`config.mk`:
```
export PLATFORM = sky130hd
export DESIGN_NAME = pipelined_barrel_shifter
export DESIGN_NICKNAME = d
export VERILOG_FILES = /design/src/rtl/pipelined_barrel_shifter.sv
export SDC_FILE = /design/constraint.sdc
export NUM_CORES = 1
export LEC_CHECK = 0
export ABC_AREA = 1
export CELL_PAD_IN_SITES_DETAIL_PLACEMENT = 1
export CELL_PAD_IN_SITES_GLOBAL_PLACEMENT = 1
export CORE_MARGIN = 5
export CORE_UTILIZATION = 25
export CTS_CLUSTER_DIAMETER = 120
export DETAILED_ROUTE_END_ITERATION = 7
export DONT_BUFFER_PORTS = 1
export PLACE_DENSITY_LB_ADDON = 0.1
export SYNTH_ARGS = -nofsm -noshare
export SYNTH_HDL_FRONTEND = slang
export SYNTH_SLANG_ARGS = --single-unit
export TNS_END_PERCENT = 1
```
`constraint.sdc`:
```
create_clock -name clock -period 1.5 [get_ports clock]
set_input_delay 0.3 -clock clock [delete_from_list [all_inputs] [get_ports clock]]
set_output_delay 0.3 -clock clock [all_outputs]
set_load 0.01 [all_outputs]
```
`src/rtl/pipelined_barrel_shifter.sv`:
```
// Pipelined barrel shifter: one registered stage per shift-amount bit, stage k
// moves the operand by 2^k. A single advance signal stalls the whole pipe.

module pbs_stage #(
  parameter int WIDTH   = 32,
  parameter int SHAMT_W = 5,
  parameter int K       = 0
) (
  input  logic               clock,
  input  logic               reset,
  input  logic               i_adv,
  input  logic               i_vld,
  input  logic [WIDTH-1:0]   i_data,
  input  logic [SHAMT_W-1:0] i_shamt,
  input  logic [1:0]         i_mode,
  output logic               o_vld,
  output logic [WIDTH-1:0]   o_data,
  output logic [SHAMT_W-1:0] o_shamt,
  output logic [1:0]         o_mode
);
  localparam int D = 1 << K;

  logic [WIDTH-1:0]   w_shift, w_next;
  logic               r_vld;
  logic [WIDTH-1:0]   r_data;
  logic [SHAMT_W-1:0] r_shamt;
  logic [1:0]         r_mode;

  // For SRA the MSB never changes between stages, so it still carries the
  // original sign bit when a later stage needs it as fill.
  always_comb begin
    w_shift = i_data;
    case (i_mode)
      2'b00:   w_shift = i_data << D;
      2'b01:   w_shift = i_data >> D;
      2'b10:   w_shift = {{D{i_data[WIDTH-1]}}, i_data[WIDTH-1:D]};
      default: w_shift = {i_data[D-1:0], i_data[WIDTH-1:D]};
    endcase
    w_next = i_shamt[K] ? w_shift : i_data;
  end

  always_ff @(posedge clock) begin
    if (reset) begin
      r_vld   <= 1'b0;
      r_data  <= '0;
      r_shamt <= '0;
      r_mode  <= '0;
    end else if (i_adv) begin
      r_vld   <= i_vld;
      r_data  <= w_next;
      r_shamt <= i_shamt;
      r_mode  <= i_mode;
    end
  end

  assign o_vld   = r_vld;
  assign o_data  = r_data;
  assign o_shamt = r_shamt;
  assign o_mode  = r_mode;
endmodule

module pipelined_barrel_shifter #(
  parameter int WIDTH   = 32,
  parameter int SHAMT_W = $clog2(WIDTH)
) (
  input  logic               clock,
  input  logic               reset,
  input  logic [WIDTH-1:0]   in_data,
  input  logic [SHAMT_W-1:0] in_shamt,
  input  logic [1:0]         in_mode,
  input  logic               in_valid,
  output logic               in_ready,
  output logic [WIDTH-1:0]   out_data,
  output logic               out_valid,
  input  logic               out_ready
);
  logic [SHAMT_W:0]              w_vld_pipe;
  logic [SHAMT_W:0][WIDTH-1:0]   w_data;
  logic [SHAMT_W:0][SHAMT_W-1:0] w_shamt;
  logic [SHAMT_W:0][1:0]         w_mode;
  logic                          w_advance;
  logic                          w_unused;

  // Only out_ready reaches in_ready combinationally; out_valid is a register.
  assign w_advance = !w_vld_pipe[SHAMT_W] || out_ready;
  assign in_ready  = w_advance && !reset;

  assign w_vld_pipe[0] = in_valid && in_ready;
  assign w_data[0]     = in_data;
  assign w_shamt[0]    = in_shamt;
  assign w_mode[0]     = in_mode;

  for (genvar k = 0; k < SHAMT_W; k++) begin : g_stage
    pbs_stage #(.WIDTH(WIDTH), .SHAMT_W(SHAMT_W), .K(k)) u_stage (
      .clock   (clock),
      .reset   (reset),
      .i_adv   (w_advance),
      .i_vld   (w_vld_pipe[k]),
      .i_data  (w_data[k]),
      .i_shamt (w_shamt[k]),
      .i_mode  (w_mode[k]),
      .o_vld   (w_vld_pipe[k+1]),
      .o_data  (w_data[k+1]),
      .o_shamt (w_shamt[k+1]),
      .o_mode  (w_mode[k+1])
    );
  end

  assign out_valid = w_vld_pipe[SHAMT_W];
  assign out_data  = w_data[SHAMT_W];
  assign w_unused  = ^{w_shamt[SHAMT_W], w_mode[SHAMT_W]};
endmodule

```
==> results of run 1 <==
==> routing by layer <==
layer  up-vias  wire [um]  part of all wire [%]  GRT usage, %
met3        17        883                   2.5         2.671
met5         -          0                     0             0
met2        89      17070                    47         28.73
li1       4838          -                     -             -
met1      4618      17660                    49         23.18
met4         0        338                  0.94         3.660
==> registers in the layout, indices dropped and copies added (netlist names) <==
| signal | count |
|---|---|
| g_stage.u_stage.o_data | 160 |
| g_stage.u_stage.o_mode | 8 |
| g_stage.u_stage.o_shamt | 10 |
| g_stage.u_stage.o_vld | 5 |
==> how the worst min path moves through the flow <==
stage / slack, ns / start / endpoint / cells after the start
floorplan: 0.37 / reset / g_stage[4].u_stage.o_vld$_SDFFE_PP0N_ / 1
global placement: 0.37 / reset / g_stage[4].u_stage.o_vld$_SDFFE_PP0N_ / 1
detailed placement: 0.38 / reset / g_stage[4].u_stage.o_vld$_SDFFE_PP0N_ / 1
CTS: 0.002 / in_shamt[0] / g_stage[0].u_stage.o_data[9]$_SDFFE_PP0N_ / 2
global route: 0.02 / in_shamt[0] / g_stage[0].u_stage.o_data[30]$_SDFFE_PP0N_ / 2
finish: 0.03 / in_shamt[0] / g_stage[0].u_stage.o_data[30]$_SDFFE_PP0N_ / 2
==> layout make-up <==
type                    instances  share of cell area [%]
repair buffers                 72                   6.791
multi-input cells             977                   40.52
clock buffers                  20                   3.931
flip-flops and latches        183                   33.02
clock inverters                12                   1.138
well taps                     518                   5.834
inverters                     258                   8.762
==> per-stage QoR <==
stage | hold WS [ns] | cells | setup WS (ns)
finish | 0.02972 | 2040 | 0.001165
CTS | 0.001979 | 2039 | -0.06668
detailed placement | 0.3755 | 1993 | 0.1380
global placement | 0.3723 | 1993 | 0.1400
global route | 0.01879 | 2040 | -0.05656
floorplan | 0.3691 | 1525 | 0.3395
==> critical path, cell delays in order (launching register included) <==
cell	delay, ns
sky130_fd_sc_hd__dfxtp_4	0.38
sky130_fd_sc_hd__nand2_8	0.06
sky130_fd_sc_hd__nand2_8	0.07
sky130_fd_sc_hd__clkinvlp_4	0.11
sky130_fd_sc_hd__buf_6	0.13
==> kinds of logic (layout without fill, tap and decap cells) <==
group                  count (synthesis)  in the layout  synth area share, %
buffers and inverters                365            362                15.80
flip-flops                           183            183                37.89
AO/OA/AOI/OAI                        418            418                22.42
AND/OR/NAND/NOR                      559            559                23.89
==> power by group through the flow <==
stage	logic, mW	clock network, mW	registers, mW
floorplan	1.06	0	5.36
global placement	1.44	0	5.49
detailed placement	1.44	0	5.49
CTS	1.50	4.81	5.37
global route	1.70	4.96	5.40
finish	1.48	4.61	5.36
==> repair_timing <==
item / CTS / global route
pin swaps: 2 / 1
setup buffers: 3 / 1
hold buffers: 11 / 0
hold endpoints to repair: 22 / 0
cloned: 0 / 0
setup endpoints to repair: 1 / 1
gates resized for setup: 6 / 1
==> cell usage in the layout, fill, tap and decap left out <==
cell type,count
sky130_fd_sc_hd__inv_2,6
sky130_fd_sc_hd__nor2_2,3
sky130_fd_sc_hd__a31oi_1,31
sky130_fd_sc_hd__clkinv_4,1
sky130_fd_sc_hd__o22ai_1,16
sky130_fd_sc_hd__dfxtp_1,181
sky130_fd_sc_hd__clkinv_2,6
sky130_fd_sc_hd__inv_6,2
sky130_fd_sc_hd__dfxtp_2,1
sky130_fd_sc_hd__inv_1,249
sky130_fd_sc_hd__clkinvlp_4,3
sky130_fd_sc_hd__nand4_1,3
sky130_fd_sc_hd__a31oi_4,1
sky130_fd_sc_hd__buf_16,1
sky130_fd_sc_hd__buf_12,13
sky130_fd_sc_hd__buf_4,46
sky130_fd_sc_hd__nand2_2,1
sky130_fd_sc_hd__bufinv_16,2
sky130_fd_sc_hd__clkbuf_16,17
sky130_fd_sc_hd__clkbuf_1,3
sky130_fd_sc_hd__o21ai_0,181
sky130_fd_sc_hd__nand3_1,137
sky130_fd_sc_hd__dfxtp_4,1
sky130_fd_sc_hd__nand2_4,1
sky130_fd_sc_hd__nor2_1,34
sky130_fd_sc_hd__a21oi_1,114
sky130_fd_sc_hd__nand2_1,377
sky130_fd_sc_hd__clkinv_1,1
sky130_fd_sc_hd__nand2_8,2
sky130_fd_sc_hd__nor2_4,1
sky130_fd_sc_hd__buf_6,1
sky130_fd_sc_hd__o21ai_1,75
sky130_fd_sc_hd__dlygate4sd3_1,11
==> reports/results.md, run 1 <==
| Step | Result | Reported |
|:---|:---|:---|
| critical path | Required time of the critical path | 1.20 ns |
| clock network | Clock buffers created by TritonCTS | 17 |
| synthesis | Net count after synthesis | 1568 |
| run | Maxcap violations | 0 |
| synthesis | Count leader, synth | sky130_fd_sc_hd__nand2_1 |
| critical path | Endpoint of the worst-slack reg-to-reg timing path | g_stage[0].u_stage.o_data[23]$_SDFFE_PP0N_ |
| global routing | Wire length of the first global-routing pass | 57060 um |
| drt | Antenna Nets Post-Route | 0 |
| timing | Upper clock frequency limit | 667.2 MHz |
| clock network | # H-tree levels | 4 |
| layout | Area taken by multi-input logic gates | 4502 um2 |
| timing | Worst Tran Pin Value | 0.7170 ns |
| clock network | Source-to-sink clock delay at the later pin of the worst-skew pair | 0.46 ns |
| timing | Clk_skew | 0.01350 ns |
| critical path | Endpoint type of the worst setup path | output port |
| timing | Setup TNS | 0 ns |
| power and ir drop | Cell-internal power | 8.078 mW |
| floorplanning | Initial standard-cell utilization of the core | 25.13% |
| critical path | Reg-to-reg slack, setup | 0.09 ns |
| drt | Wire length reported by the detailed router | 35960 um |
| power and ir drop | Final Total Pwr | 11.44 mW |
| drt | Routed length per placed instance | 17.63 um |
| clock network | Root Driver | sky130_fd_sc_hd__clkbuf_16 |
| synthesis | Netlist Area Pre-Place | 9668 um2 |
| placement | Total of buffers placed on input and output ports | 0 |
| global routing | Pin count of the biggest net entering global routing | 99 |
| layout | Sequential standard cell area | 3669 um2 |
| placement | Instance area after placement | 10370 um2 |
| drt | Total via count in the routed design | 9562 |
| synthesis | Share of the synthesized area in the top cell type | 37.89% |
| critical path | Termination of the worst setup path | in_ready |
| drt | DRT iter0 DRCs | 434 |
| power and ir drop | Worst vdd rail ir drop | 0.0007469 V |
| timing | Setup-violating endpoint count in the final report | 0 |
| floorplanning | Floorplan Core Area | 38470 um2 |
| critical path | CP Class | flip-flop to output port |
| timing | Time the worst path needs with I/O delays and setup | 1.499 ns |
| power and ir drop | Switching fraction of total power | 29.42% |
| floorplanning | Row cnt | 72 |
| critical path | Data arrival time of the critical path | 1.20 ns |
| critical path | Reg2Reg Launch Point | g_stage[4].u_stage.o_vld$_SDFFE_PP0N_ |
| global routing | Aggregate global routing overflow | 0 |
| synthesis | Most frequent cells after synthesis | sky130_fd_sc_hd__nand2_1, sky130_fd_sc_hd__inv_1, sky130_fd_sc_hd__dfxtp_1 |
| drt | Post-detailed-route via-to-cell ratio | 4.687 |
| worst hold path | Worst min-delay path category | primary input to flip-flop |
| critical path | Number of cell instances on the worst register-to-register path | 7 |
| timing | Final hold violations | 0 |
| critical path | Crit. Startpoint | g_stage[4].u_stage.o_vld$_SDFFE_PP0N_ |
| critical path | Top fanout value on the critical path | 2 |
| floorplanning | I/O pin cnt | 77 |
| layout | Synth-to-Final Area Change | 14.91% |
| power and ir drop | Static power due to leakage | 4.600 nW |
| synthesis | Number of synthesized flops with an enable pin | 0 |
| synthesis | Part of the Yosys area used for sequential elements | 37.89% |
| critical path | Worst Setup Start Kind | flip-flop |
| synthesis | Most area-hungry cell type in the Yosys netlist | sky130_fd_sc_hd__dfxtp_1 |
| power and ir drop | Total power divided by cell area | 1030 nW/um2 |
| placement | Detail Placement HPWL | 25420 um |
| layout | Final non-filler cell area | 11110 um2 |
| drt | Number of search-and-repair iterations in the first detailed-routing pass | 5 |
| layout | Fraction of the core area covered by cells at the end of the flow | 28.88% |
| layout | Final-stage net count | 1552 |
| power and ir drop | Power share of the clock group | 40.2% |
| timing | Period Utilization, post-route | 99.92% |
| timing | Relative max-transition margin | 52.04% |
| power and ir drop | Logic gate share of total power | 12.9% |
| clock network | Clock slew at the register clock pins of the worst setup and hold paths | 0.07 ns |
| clock network | Maximum buffer depth of the clock tree | 2 |
| clock network | TritonCTS Sinks | 183 |
| floorplanning | Height of the chip | 206.7 um |
| synthesis | Avg Cell Area, Syn | 6.340 um2 |
| timing | Pins Over Slew Limit | 0 |
| global routing | Total track usage | 17.06% |
| layout | Total of fill cells in the finished design | 4889 |
| synthesis | Distinct cell type count of the synthesized netlist | 23 |
| floorplanning | Die X-Extent | 206.7 um |
| power and ir drop | Proportion of power drawn by flip-flops and latches | 46.9% |
| synthesis | Yosys warnings | 0 |
| timing | Unrepaired setup endpoints after global routing | true |
| placement | Placer's final routability congestion estimate | 0.7476 |
| synthesis | Flip-flop and latch count after synthesis | 183 |
| outcome | Result of the run | complete, no violations |
| synthesis | Cell types occupying the most area after synthesis | sky130_fd_sc_hd__dfxtp_1, sky130_fd_sc_hd__nand2_1, sky130_fd_sc_hd__inv_1, sky130_fd_sc_hd__o21ai_0, sky130_fd_sc_hd__nand3_1 |
| layout | Fraction of final layout cells sized beyond drive strength 1 | 7.162% |
| synthesis | Flip-flop cell with the highest count after synthesis | sky130_fd_sc_hd__dfxtp_1 |
| global routing | Via count of the first global-routing pass | 9609 |
| power and ir drop | Net switching power of the design | 3.367 mW |
| clock network | CTS tree | done |
| global routing | Number of antenna violations at the first check in global routing | 0 |
| synthesis | Post-synth ARST share | 0% |
| layout | Ant diodes | 0 |
| synthesis | Gate count of the mapped netlist | 1525 |
| floorplanning | Total die area | 42700 um2 |
| drt | DRC violation count after routing | 0 |
(Power assumes the default switching activity.)
==> run 2, diff against run 1 <==
--- a/config.mk
+++ b/config.mk
@@ -13,6 +13,7 @@
 export CTS_CLUSTER_DIAMETER = 120
 export DETAILED_ROUTE_END_ITERATION = 7
 export DONT_BUFFER_PORTS = 1
+export HOLD_SLACK_MARGIN = 0.12
 export PLACE_DENSITY_LB_ADDON = 0.1
 export SYNTH_ARGS = -nofsm -noshare
 export SYNTH_HDL_FRONTEND = slang
==> reports/results.md, run 2 (synthesized netlist as in run 1, its figures left out) <==
| Step | Result | Reported |
|:---|:---|:---|
| outcome | Result of the run | complete, no violations |
| placement | Detail Placement HPWL | 25420 um |
| critical path | Endpoint type of the worst setup path | output port |
| clock network | Maximum buffer depth of the clock tree | 2 |
| floorplanning | I/O pin cnt | 77 |
| power and ir drop | Cell-internal power | 8.112 mW |
| timing | Clk_skew | 0.01348 ns |
| global routing | Aggregate global routing overflow | 0 |
| clock network | Clock buffers created by TritonCTS | 17 |
| layout | Final cell count without fillers | 2056 |
| run | Maxcap violations | 0 |
| timing | Final hold violations | 0 |
| power and ir drop | Switching fraction of total power | 29.45% |
| power and ir drop | Logic gate share of total power | 13.3% |
| layout | Synth-to-Final Area Change | 16.67% |
| drt | Wire length reported by the detailed router | 35700 um |
| layout | Final-stage net count | 1568 |
| global routing | Total track usage | 16.97% |
| timing | Setup TNS | 0 ns |
| critical path | Crit. Startpoint | g_stage[4].u_stage.o_vld$_SDFFE_PP0N_ |
| worst hold path | Worst min-delay path category | primary input to flip-flop |
| layout | Ant diodes | 0 |
| drt | Post-detailed-route via-to-cell ratio | 4.665 |
| layout | Fraction of final layout cells sized beyond drive strength 1 | 7.152% |
| global routing | Number of antenna violations at the first check in global routing | 0 |
| global routing | Via count of the first global-routing pass | 9672 |
| layout | Highest-count cells in the layout ignoring fill and taps | sky130_fd_sc_hd__nand2_1, sky130_fd_sc_hd__inv_1, sky130_fd_sc_hd__o21ai_0, sky130_fd_sc_hd__dfxtp_1, sky130_fd_sc_hd__nand3_1 |
| timing | Worst path setup slack after routing | 0.0003774 ns |
| timing | Setup-violating endpoint count in the final report | 0 |
| critical path | Reg2Reg Launch Point | g_stage[4].u_stage.o_vld$_SDFFE_PP0N_ |
| power and ir drop | Static power due to leakage | 4.662 nW |
| timing | Time the worst path needs with I/O delays and setup | 1.500 ns |
| clock network | Clock slew at the register clock pins of the worst setup and hold paths | 0.07 ns |
| floorplanning | Die X-Extent | 206.7 um |
| placement | Pre-CTS setup slack | 0.1380 ns |
| timing | Unrepaired setup endpoints after global routing | true |
| drt | Total via count in the routed design | 9592 |
| timing | Upper clock frequency limit | 666.8 MHz |
| drt | DRC violation count after routing | 0 |
| clock network | # H-tree levels | 4 |
| drt | Antenna Nets Post-Route | 0 |
| critical path | Worst Setup Start Kind | flip-flop |
| drt | Number of search-and-repair iterations in the first detailed-routing pass | 5 |
| timing | Relative max-transition margin | 68.77% |
| power and ir drop | Power share of the clock group | 40.1% |
| power and ir drop | Net switching power of the design | 3.386 mW |
| floorplanning | Total die area | 42700 um2 |
| floorplanning | Height of the chip | 206.7 um |
| critical path | Top fanout value on the critical path | 2 |
| timing | Period Utilization, post-route | 99.97% |
| clock network | Source-to-sink clock delay at the later pin of the worst-skew pair | 0.46 ns |
| placement | Total of buffers placed on input and output ports | 0 |
| critical path | Data arrival time of the critical path | 1.20 ns |
| floorplanning | Initial standard-cell utilization of the core | 25.13% |
| power and ir drop | Total power divided by cell area | 1019 nW/um2 |
| worst hold path | Hold Startpoint | in_data[30] |
| critical path | Required time of the critical path | 1.20 ns |
| clock network | TritonCTS Sinks | 183 |
| power and ir drop | Proportion of power drawn by flip-flops and latches | 46.6% |
| placement | Instance area after placement | 10370 um2 |
| placement | Cell Count Post-Placement | 1993 |
| critical path | CP Class | flip-flop to output port |
| timing | Worst Tran Pin Value | 0.4684 ns |
| layout | Number of flip-flops in the largest register | 160 |
| global routing | Pin count of the biggest net entering global routing | 99 |
| floorplanning | Floorplan Core Area | 38470 um2 |
| clock network | CTS tree | done |
| placement | Placer's final routability congestion estimate | 0.7476 |
| layout | Final non-filler cell area | 11280 um2 |
| drt | DRT iter0 DRCs | 383 |
| global routing | Wire length of the first global-routing pass | 56900 um |
| floorplanning | Row cnt | 72 |
| clock network | Root Driver | sky130_fd_sc_hd__clkbuf_16 |
| timing | Pins Over Slew Limit | 0 |
| power and ir drop | Worst vdd rail ir drop | 0.0007481 V |
| drt | Routed length per placed instance | 17.36 um |
| layout | Most common cell after layout, fill and taps aside | sky130_fd_sc_hd__nand2_1 |
| layout | Fraction of the core area covered by cells at the end of the flow | 29.32% |
run 2: cell types whose count changed in the layout (fill, tap and decap cells not counted), sizes merged:
| cell | delta |
|---|---|
| dlygate4sd3 | +15 |
| buf | +1 |
run 2: cell type report:
cell class	count	area, um2
fill	4884	27190
timing repair buffer	88	924.6
clock inverter	12	126.4
multi-input combinational	977	4502
sequential	183	3669
inverter	258	973.4
tap	518	648.1
clock buffer	20	436.7
run 2: metrics by stage:
step	total power [mW]	hold slack, ns
after floorplan	6.413	0.3691
after global placement	6.921	0.3723
after detailed placement	6.931	0.3755
after CTS	11.74	0.1209
after global routing	12.12	0.1544
final	11.50	0.1328
run 2: power by group through the flow:
stage / clock (mW) / combinational (mW) / sequential [mW]
floorplan: 0 / 1.06 / 5.36
global placement: 0 / 1.44 / 5.49
detailed placement: 0 / 1.44 / 5.49
CTS: 4.81 / 1.55 / 5.37
global route: 4.96 / 1.75 / 5.40
finish: 4.61 / 1.53 / 5.36
run 2: layer usage:
metal	global-route usage, %	vias up	share of wire (%)
met5	0	-	0
met4	3.660	0	0.95
met3	2.640	17	2.4
met2	28.77	83	48
met1	22.89	4620	49
li1	-	4872	-
run 2: worst max-delay path: stages, from the launching register on:
cell and delay [ns]:
sky130_fd_sc_hd__dfxtp_4 0.38, sky130_fd_sc_hd__nand2_8 0.06, sky130_fd_sc_hd__nand2_8 0.07, sky130_fd_sc_hd__clkinvlp_4 0.11, sky130_fd_sc_hd__buf_6 0.13
run 2: what timing repair did:
item,in CTS,in global routing
resized for setup,6,1
pin swaps,2,1
buffers inserted,3,1
cloned,0,0
hold endpoints to repair,40,0
setup endpoints to repair,1,1
hold buffers,27,0
run 2: worst paths after layout:
check,slack (ns),endpoint,cells after the start
max,0.0004,in_ready,4
min,0.13,g_stage[0].u_stage.o_data[31]$_SDFFE_PP0N_,4
max reg2reg,0.11,g_stage[0].u_stage.o_data[23]$_SDFFE_PP0N_,7
min reg2reg,0.45,g_stage[2].u_stage.o_data[29]$_SDFFE_PP0N_,2
